## src/rtl/cp0_pkg.sv

```systemverilog
// Shared constants and types for the MIPS coprocessor-0 slice.
package cp0_pkg;

  localparam logic [4:0] REG_SR    = 5'd12;
  localparam logic [4:0] REG_CAUSE = 5'd13;
  localparam logic [4:0] REG_EPC   = 5'd14;
  localparam logic [4:0] REG_PRID  = 5'd15;

  localparam int SR_IE_BIT    = 0;
  localparam int SR_EXL_BIT   = 1;
  localparam int SR_IM_LO     = 10;
  localparam int SR_IM_HI     = 15;
  localparam int CAUSE_BD_BIT = 31;
  localparam int CAUSE_IP_LO  = 10;
  localparam int CAUSE_IP_HI  = 15;
  localparam int CAUSE_EXC_LO = 2;
  localparam int CAUSE_EXC_HI = 6;

  localparam logic [4:0] EXC_INT  = 5'd0;
  localparam logic [4:0] EXC_ADEL = 5'd4;
  localparam logic [4:0] EXC_ADES = 5'd5;
  localparam logic [4:0] EXC_RI   = 5'd10;
  localparam logic [4:0] EXC_OV   = 5'd12;

  localparam logic [31:0] HANDLER_PC = 32'h0000_4180;

  typedef struct packed {
    logic       int_pend;
    logic       exc_pend;
    logic       int_req;
    logic [4:0] exc_code;
  } arb_rsp_t;

  function automatic logic [31:0] pack_sr(input logic [5:0] im, input logic exl,
                                          input logic ie);
    logic [31:0] w;
    w = '0;
    w[SR_IM_HI:SR_IM_LO] = im;
    w[SR_EXL_BIT]        = exl;
    w[SR_IE_BIT]         = ie;
    return w;
  endfunction

  function automatic logic [31:0] pack_cause(input logic bd, input logic [5:0] ip,
                                             input logic [4:0] exc);
    logic [31:0] w;
    w = '0;
    w[CAUSE_BD_BIT]                 = bd;
    w[CAUSE_IP_HI:CAUSE_IP_LO]      = ip;
    w[CAUSE_EXC_HI:CAUSE_EXC_LO]    = exc;
    return w;
  endfunction

endpackage

```

## src/rtl/cp0_req_arb.sv

```systemverilog
// Combinational request arbiter: interrupt beats exception, both masked by EXL.
module cp0_req_arb
  import cp0_pkg::*;
(
  input  logic [5:0] hw_int,
  input  logic [5:0] im,
  input  logic       ie,
  input  logic       exl,
  input  logic [4:0] exc_code_m,
  output arb_rsp_t   rsp
);

  always_comb begin
    rsp          = '0;
    rsp.int_pend = (|(hw_int & im)) & ie & ~exl;
    rsp.exc_pend = (exc_code_m != EXC_INT) & ~exl;
    rsp.int_req  = rsp.int_pend | rsp.exc_pend;
    rsp.exc_code = rsp.int_pend ? EXC_INT : exc_code_m;
  end

endmodule

```

## src/rtl/cp0_unit.sv

```systemverilog
// Coprocessor-0: SR/Cause/EPC/PRId, exception capture and mfc0/mtc0 access.
// Optional CP0_EPC_FWD_EN forwards an in-flight mtc0 EPC write to the EPC output.
module cp0_unit
  import cp0_pkg::*;
#(
  parameter logic [31:0] PRID_VAL = 32'h0000_0000
) (
  input  logic        clk,
  input  logic        reset,
  input  logic [4:0]  A1,
  input  logic [4:0]  A2,
  input  logic [31:0] DIn,
  input  logic        WE,
  input  logic [31:0] PC_M,
  input  logic        BD_M,
  input  logic [4:0]  ExcCode_M,
  input  logic [5:0]  HWInt,
  input  logic        eret_M,
  output logic        IntReq,
  output logic [31:0] EPC,
  output logic [31:0] DOut
);

  logic [5:0]  im_q, im_d;
  logic        exl_q, exl_d;
  logic        ie_q, ie_d;
  logic        bd_q, bd_d;
  logic [5:0]  ip_q, ip_d;
  logic [4:0]  exc_q, exc_d;
  logic [31:0] epc_q, epc_d;
  arb_rsp_t    arb;

  cp0_req_arb u_arb (
    .hw_int     (HWInt),
    .im         (im_q),
    .ie         (ie_q),
    .exl        (exl_q),
    .exc_code_m (ExcCode_M),
    .rsp        (arb)
  );

  assign IntReq = arb.int_req;

  // Priority: capture > eret > mtc0; IP samples the raw lines every edge.
  always_comb begin
    im_d  = im_q;
    exl_d = exl_q;
    ie_d  = ie_q;
    bd_d  = bd_q;
    exc_d = exc_q;
    epc_d = epc_q;
    ip_d  = HWInt;
    if (arb.int_pend || arb.exc_pend) begin
      exl_d = 1'b1;
      bd_d  = BD_M;
      exc_d = arb.exc_code;
      epc_d = BD_M ? (PC_M - 32'd4) : PC_M;
    end else if (eret_M) begin
      exl_d = 1'b0;
    end else if (WE) begin
      if (A2 == REG_SR) begin
        im_d  = DIn[SR_IM_HI:SR_IM_LO];
        exl_d = DIn[SR_EXL_BIT];
        ie_d  = DIn[SR_IE_BIT];
      end else if (A2 == REG_EPC) begin
        epc_d = DIn;
      end
    end
  end

  always_ff @(posedge clk or negedge reset) begin
    if (!reset) begin
      im_q  <= '0;
      exl_q <= 1'b0;
      ie_q  <= 1'b0;
      bd_q  <= 1'b0;
      ip_q  <= '0;
      exc_q <= '0;
      epc_q <= '0;
    end else begin
      im_q  <= im_d;
      exl_q <= exl_d;
      ie_q  <= ie_d;
      bd_q  <= bd_d;
      ip_q  <= ip_d;
      exc_q <= exc_d;
      epc_q <= epc_d;
    end
  end

`ifdef CP0_EPC_FWD_EN
  assign EPC = (WE && (A2 == REG_EPC)) ? DIn : epc_q;
`else
  assign EPC = epc_q;
`endif

  always_comb begin
    DOut = '0;
    case (A1)
      REG_SR:    DOut = pack_sr(im_q, exl_q, ie_q);
      REG_CAUSE: DOut = pack_cause(bd_q, ip_q, exc_q);
      REG_EPC:   DOut = epc_q;
      REG_PRID:  DOut = PRID_VAL;
      default:   DOut = '0;
    endcase
  end

endmodule

```

## config.mk

```make
export PLATFORM = sky130hd
export DESIGN_NAME = cp0_unit
export DESIGN_NICKNAME = d
export VERILOG_FILES = /design/src/rtl/cp0_pkg.sv /design/src/rtl/cp0_req_arb.sv /design/src/rtl/cp0_unit.sv
export SDC_FILE = /design/constraint.sdc
export NUM_CORES = 1
export LEC_CHECK = 0
export BUFFER_PORTS_ARGS = -buffer_cell sky130_fd_sc_hd__buf_2
export CORE_MARGIN = 4
export CORE_UTILIZATION = 45
export DETAILED_ROUTE_END_ITERATION = 7
export PLACE_DENSITY = 0.83
export SYNTH_ARGS = -nofsm -noshare
export SYNTH_HDL_FRONTEND = slang
export SYNTH_SLANG_ARGS = --single-unit
```

## constraint.sdc

```tcl
create_clock -name clk -period 2.98 [get_ports clk]
set_input_delay 0 -clock clk [delete_from_list [all_inputs] [get_ports clk]]
set_output_delay 0 -clock clk [all_outputs]
set_load 0.005 [all_outputs]
```

Yosys cells after proc, flatten, opt, wreduce, memory -nomap -nowiden
Index checks and enable logic that the tools add are counted.
{ "word_totals": {"reg_bits": 52, "wordCells": 45} }
{ "op_classes": {"n_eq_ne": 7, "n_bitwise": 8, "reduce_logical": 10, "add_sub_neg": 1, "n_mux": 12} }
{ "op_table": {"columns": ["op", "n"], "rows": [
  ["$mux 32", 6],
  ["$pmux 32 s3", 1],
  ["$sub 32x3->32 const B", 1],
  ["$eq 5x4->1 const B", 5],
  ["$reduce_and 4->1", 2],
  ["$and 6x6->6", 1],
  ["$reduce_bool 3->1", 2],
  ["$reduce_or 6->1", 1],
  ["$mux 5", 1],
  ["$reduce_bool 5->1", 1],
  ["$mux 1", 4],
  ["$reduce_bool 2->1", 2],
  ["$and 1x1->1", 3],
  ["$not 1->1", 3],
  ["$ne 2x1->1 const B", 1],
  ["$ne 2x2->1 const B", 1],
  ["$reduce_and 2->1", 1],
  ["$logic_or 1x1->1", 1],
  ["$or 1x1->1", 1]
]} }

Depth between registers and ports, before layout
{ "logic_depth": {"word_depth": 7, "depth_mapped": 9, "ltp_nobuf": 7} }

Modules after synthesis
Synthesis repeated with hierarchy kept, for this count alone.
{ "unflattened": {"hier_cells": 384, "hier_area_um2": 3378.2} }
{ "by_module_without_submodules": {"columns": ["mod", "area_each_um2", "cells_each", "instances"], "rows": [
  ["cp0_unit", 3264.4, 370, 1],
  ["cp0_req_arb", 113.9, 14, 1]
]} }

Worst setup path after synthesis
Ideal clock, no wire load.
{ "synth_timing": {"path_kind": "reg2reg", "start": "register im_q[1]", "end": "register ie_q", "t_arrival_ns": 2.133, "synth_period_minus_slack_ns": 2.258, "stages_incl_launch_ff": 9, "n_path_buf": 2, "setup_slack_ns": 0.722, "cell_sequence": "dfrtp_1 a22o_1 o31ai_4 a21o_1 buf_6 inv_2 or4_4 buf_6 mux2_4"} }
{ "synth_via": {"elab_chain_cells": 7} }
{ "synth_lines": {"columns": ["item", "line_no", "text"], "rows": [
  ["start, declared", "cp0_unit.sv:24", "logic [5:0] im_q, im_d;"],
  ["start signal, assigned", "cp0_unit.sv:81", "im_q <= im_d;"],
  ["$and 6x6->6", "cp0_req_arb.sv:15", "rsp.int_pend = (|(hw_int & im)) & ie & ~exl;"],
  ["$reduce_or 6->1", "cp0_req_arb.sv:15", null],
  ["$and 1x1->1 (2 in a row)", "cp0_req_arb.sv:15", null],
  ["$logic_or 1x1->1", "cp0_unit.sv:53", "if (arb.int_pend || arb.exc_pend) begin"],
  ["$not 1->1 (no source line)", null, null],
  ["$reduce_and 4->1 (no source line)", null, null],
  ["end signal, assigned", "cp0_unit.sv:83", "ie_q <= ie_d;"],
  ["end, declared", "cp0_unit.sv:26", "logic ie_q, ie_d;"]
]} }
No other way between the ends.
A chain may end at the register's enable or synchronous reset.

Final worst setup path
{ "layout_timing": {"start": "register im_q[1]", "end": "register epc_q[31], in the netlist EPC[31]"} }
{ "layout_via": {"elab_chain_cells": 7, "word_cells_on_any_way": 11, "cone_classes": "eq/ne (2); mux (1); bitwise (3); reduce/logical (5)"} }
{ "layout_lines": {"columns": ["item", "line_no", "text"], "rows": [
  ["$and 6x6->6 (*)", "cp0_req_arb.sv:15", null],
  ["$reduce_or 6->1 (*)", "cp0_req_arb.sv:15", null],
  ["$and 1x1->1 (*) (2 in a row)", "cp0_req_arb.sv:15", null],
  ["$logic_or 1x1->1 (*)", "cp0_unit.sv:53", null],
  ["$ne 2x2->1 (no source line), or another cell as far along", null, null],
  ["$reduce_and 4->1 (no source line)", null, null],
  ["end signal, assigned", "cp0_unit.sv:87", "epc_q <= epc_d;"],
  ["end, declared", "cp0_unit.sv:30", "logic [31:0] epc_q, epc_d;"]
]} }
Every way passes the cells marked *; elsewhere a longest branch is shown, timed or not.

==> impl_metrics.env <==
export IMPL_p_leak_nw=2.13
export IMPL_place_ws_ns=0.512
export IMPL_use_met2_pct=42.1
export IMPL_ff2ff_path_depth=8
export IMPL_antenna_found_initial=0
export IMPL_tightest_slew_ns=0.707
export IMPL_grt_pass1_wl_mm=16.3
export IMPL_async_reset_ff_share_pct=100
export IMPL_p_sw_share_pct=37.6
export IMPL_clockBufferDepth=2
export IMPL_setup_viol=0
export IMPL_r2r_slack_ns=0.23
export IMPL_cts_buffers=5
export IMPL_synth_edf_count=0
export IMPL_ys_ff_latch=52
export IMPL_fin_ws_ns=0.227
export IMPL_antenna_left=0
export IMPL_yosysWarnings=0
export IMPL_htree_levels=2
export IMPL_coreArea_um2=6870
export IMPL_fmax_mhz=363
export IMPL_fp_dieW_um=92.5
export IMPL_min_path_cells=3
export IMPL_hpwl_mm=7.34
export IMPL_cp_data_required_time_ns=3.18
export IMPL_skew_ns=0.0106
export IMPL_rsz0062_at_grt="false"
export IMPL_routabilityCongestion=0.885
export IMPL_hp_class="in -> reg"
export IMPL_clkLatencyLatePin_ns=0.30
export IMPL_start_util_pct=46.7
export IMPL_min_delay_start="DIn[3]"
export IMPL_pwr_share_clk_pct=15.7
export IMPL_dp_cells=577
export IMPL_grt_overflow_total=0
export IMPL_p_switching_w=0.00103
export IMPL_max_cap_violations=0
export IMPL_drive_above_1_share_pct=34.1
export IMPL_status="complete, no violations"
export IMPL_slew_viol_final=0
export IMPL_vias=3276
export IMPL_pwr_share_comb_pct=40.7
export IMPL_crit_fanout=64
export IMPL_cts_tree="built"
export IMPL_grt_busiest_layer="met2"
export IMPL_synth_top_area_cell="dfrtp_1"
export IMPL_antenna_cells=0
export IMPL_grt_pass1_vias=3389
export IMPL_path_clk_slew_ns=0.11
export IMPL_critPathKind="reg -> reg"
export IMPL_cts_setup_buffers=0
export IMPL_start_kind="register"
export IMPL_p_int_w=0.00171
export IMPL_io_buffers=154
export IMPL_r2r_end="EPC[31]"
export IMPL_p_seq_share_pct=43.6
export IMPL_synth_seq_area_share_pct=40.5
export IMPL_clock_sinks=52
export IMPL_drt_total_wl_mm=10.2
export IMPL_synth_top_area_share_pct=40.5
export IMPL_synth_flop_cell="dfrtp_1"
export IMPL_dieArea_um2=8550
export IMPL_fin_crit_sh_pct=92.4
export IMPL_fin_nets=624
export IMPL_wire_per_inst_um=16.2
export IMPL_cp_arrival_ns=2.95
export IMPL_ios=155
export IMPL_min_delay_worst_endpoint="EPC[3]"
export IMPL_num_rows=30
export IMPL_synth_cell_area_um2=3210
export IMPL_maxSlewHeadroom_pct=52.4
export IMPL_synth_top_cells_by_area="dfrtp_1 (41%), mux2i_1 (5.6%), a211oi_1 (4.9%)"
export IMPL_syn_num_nets=433
export IMPL_fillers=560
export IMPL_final_area_um2=4600
export IMPL_final_common_cell="buf_2"
export IMPL_viasPerCell=5.20
export IMPL_clockRootBuffer="clkbuf_8"
export IMPL_ys_types=39
export IMPL_fin_crit_ns=2.75
export IMPL_grt_usage_pct=23.5
export IMPL_drt_pass1_iterations=4
export IMPL_die_y_um=92.5
export IMPL_grt_max_degree=65
export IMPL_layout_common_cells="buf_2 (154), dfrtp_1 (52), dlygate4sd3_1 (45), nand2_1 (33)"
export IMPL_synth_avg_cell_area_um2=9.38
export IMPL_drtIter0Drc=141
export IMPL_drc_errors=0
export IMPL_hold_viol=0
export IMPL_grtUsageMet1_pct=29.3
export IMPL_power_density_nw_per_um2=595
export IMPL_ir_drop_uv=328
export IMPL_synthCells=342
export IMPL_place_area_um2=4050
export IMPL_timing_rr_start="im_q[1]"
export IMPL_final_cells=630
export IMPL_endpoint_kind="register"
export IMPL_tns_ns=0
export IMPL_areaGrowthSynthToFinish_pct=43.4
export IMPL_grtUsageMet3_pct=3.82
-- timing repair --
item | CTS | global route
setup endpoints to repair | 0 | 1
hold buffers | 45 | 0
gates resized for setup | 0 | 1
endpoints found under the hold margin | 74 | 0
-- flip-flops by register name, summed over array words and instances, names as in the netlist --
| register | cells |
|---|---|
| EPC | 32 |
| im_q | 6 |
| ie_q | 1 |
| bd_q | 1 |
| exl_q | 1 |
| exc_q | 5 |
| ip_q | 6 |
-- worst max path at each step --
| stage | startpoint | endpoint | slack (ns) | cells past startpoint |
|---|---|---|---|---|
| after floorplan | im_q[1] | ie_q | 0.72 | 8 |
| after CTS | im_q[1] | EPC[31] | 0.15 | 8 |
| after global placement | im_q[1] | im_q[4] | 0.57 | 6 |
| after detailed placement | im_q[1] | im_q[4] | 0.51 | 6 |
| after global routing | im_q[1] | EPC[31] | 0.08 | 8 |
| final | im_q[1] | EPC[31] | 0.23 | 8 |
-- routing by layer --
metal	vias up	part of all wire, %
met3	12	6.0
met2	111	51
met4	0	1.2
li1	1597	-
met1	1556	41
met5	-	0
-- cell usage after synthesis, types with 2 or more instances --
cell type / number
dfrtp_1: 52
nand2_1: 33
a21oi_1: 23
nor2b_1: 23
a211oi_1: 21
and2_1: 18
mux2i_1: 18
o21ai_0: 17
xor2_1: 16
clkbuf_1: 15
nor2_1: 14
xnor2_1: 13
a22o_1: 11
nand3_1: 8
mux2_4: 7
nor3_1: 7
nor4_1: 5
inv_1: 4
nand4_1: 4
nand4b_1: 4
nand3b_1: 3
nor4b_1: 3
or4_1: 3
buf_2: 2
buf_4: 2
buf_6: 2
or3_1: 2
-- worst max-delay path: stages, from the launching register on --
cell	delay, ns
dfrtp_1	0.41
a22o_1	0.25
o31ai_4	0.39
a21o_2	0.30
inv_2	0.06
buf_4	0.32
a211oi_1	0.27
a21oi_1	0.06
dlygate4sd3_1	0.59
-- final cells by class --
type | count | area [um^2] | share of cell area [%]
Clock buffer | 5 | 68.8 | 1.50
Clock inverter | 3 | 27.5 | 0.598
Inverter | 5 | 18.8 | 0.408
Multi-Input combinational cell | 264 | 1800 | 39.1
Sequential cell | 52 | 1300 | 28.3
Tap cell | 96 | 120 | 2.61
Timing Repair Buffer | 205 | 1270 | 27.5
-- per-stage QoR --
step                total power (W)  util, %  hold WS, ns
global route                0.00294     67.0       0.0109
global placement            0.00220     59.0       0.0658
floorplan                   0.00178        -       -0.296
detailed placement          0.00225     59.0       0.0901
CTS                         0.00275     67.0      0.00406
finish                      0.00274     67.0      0.00418
-- cell families (layout without fill, tap and decap cells) --
group           Yosys count  count (layout)  synth area share, %
xor+xnor                 29              29                 7.91
simple gates            134             134                 23.1
compound gates           75              75                 15.4
mux                      25              25                 8.89
buf+inv                  26             218                 3.82
fa+ha+maj                 1               1                0.390
flops                    52              52                 40.5
-- power groups by stage --
stage               logic (W)  clock network (W)  registers, W
detailed placement    0.00105                  0       0.00120
global placement      0.00102                  0       0.00119
global route          0.00124           0.000466       0.00124
CTS                   0.00111           0.000445       0.00119
finish                0.00112           0.000429       0.00120
floorplan            0.000605                  0       0.00118
(Power assumes the default switching activity.)
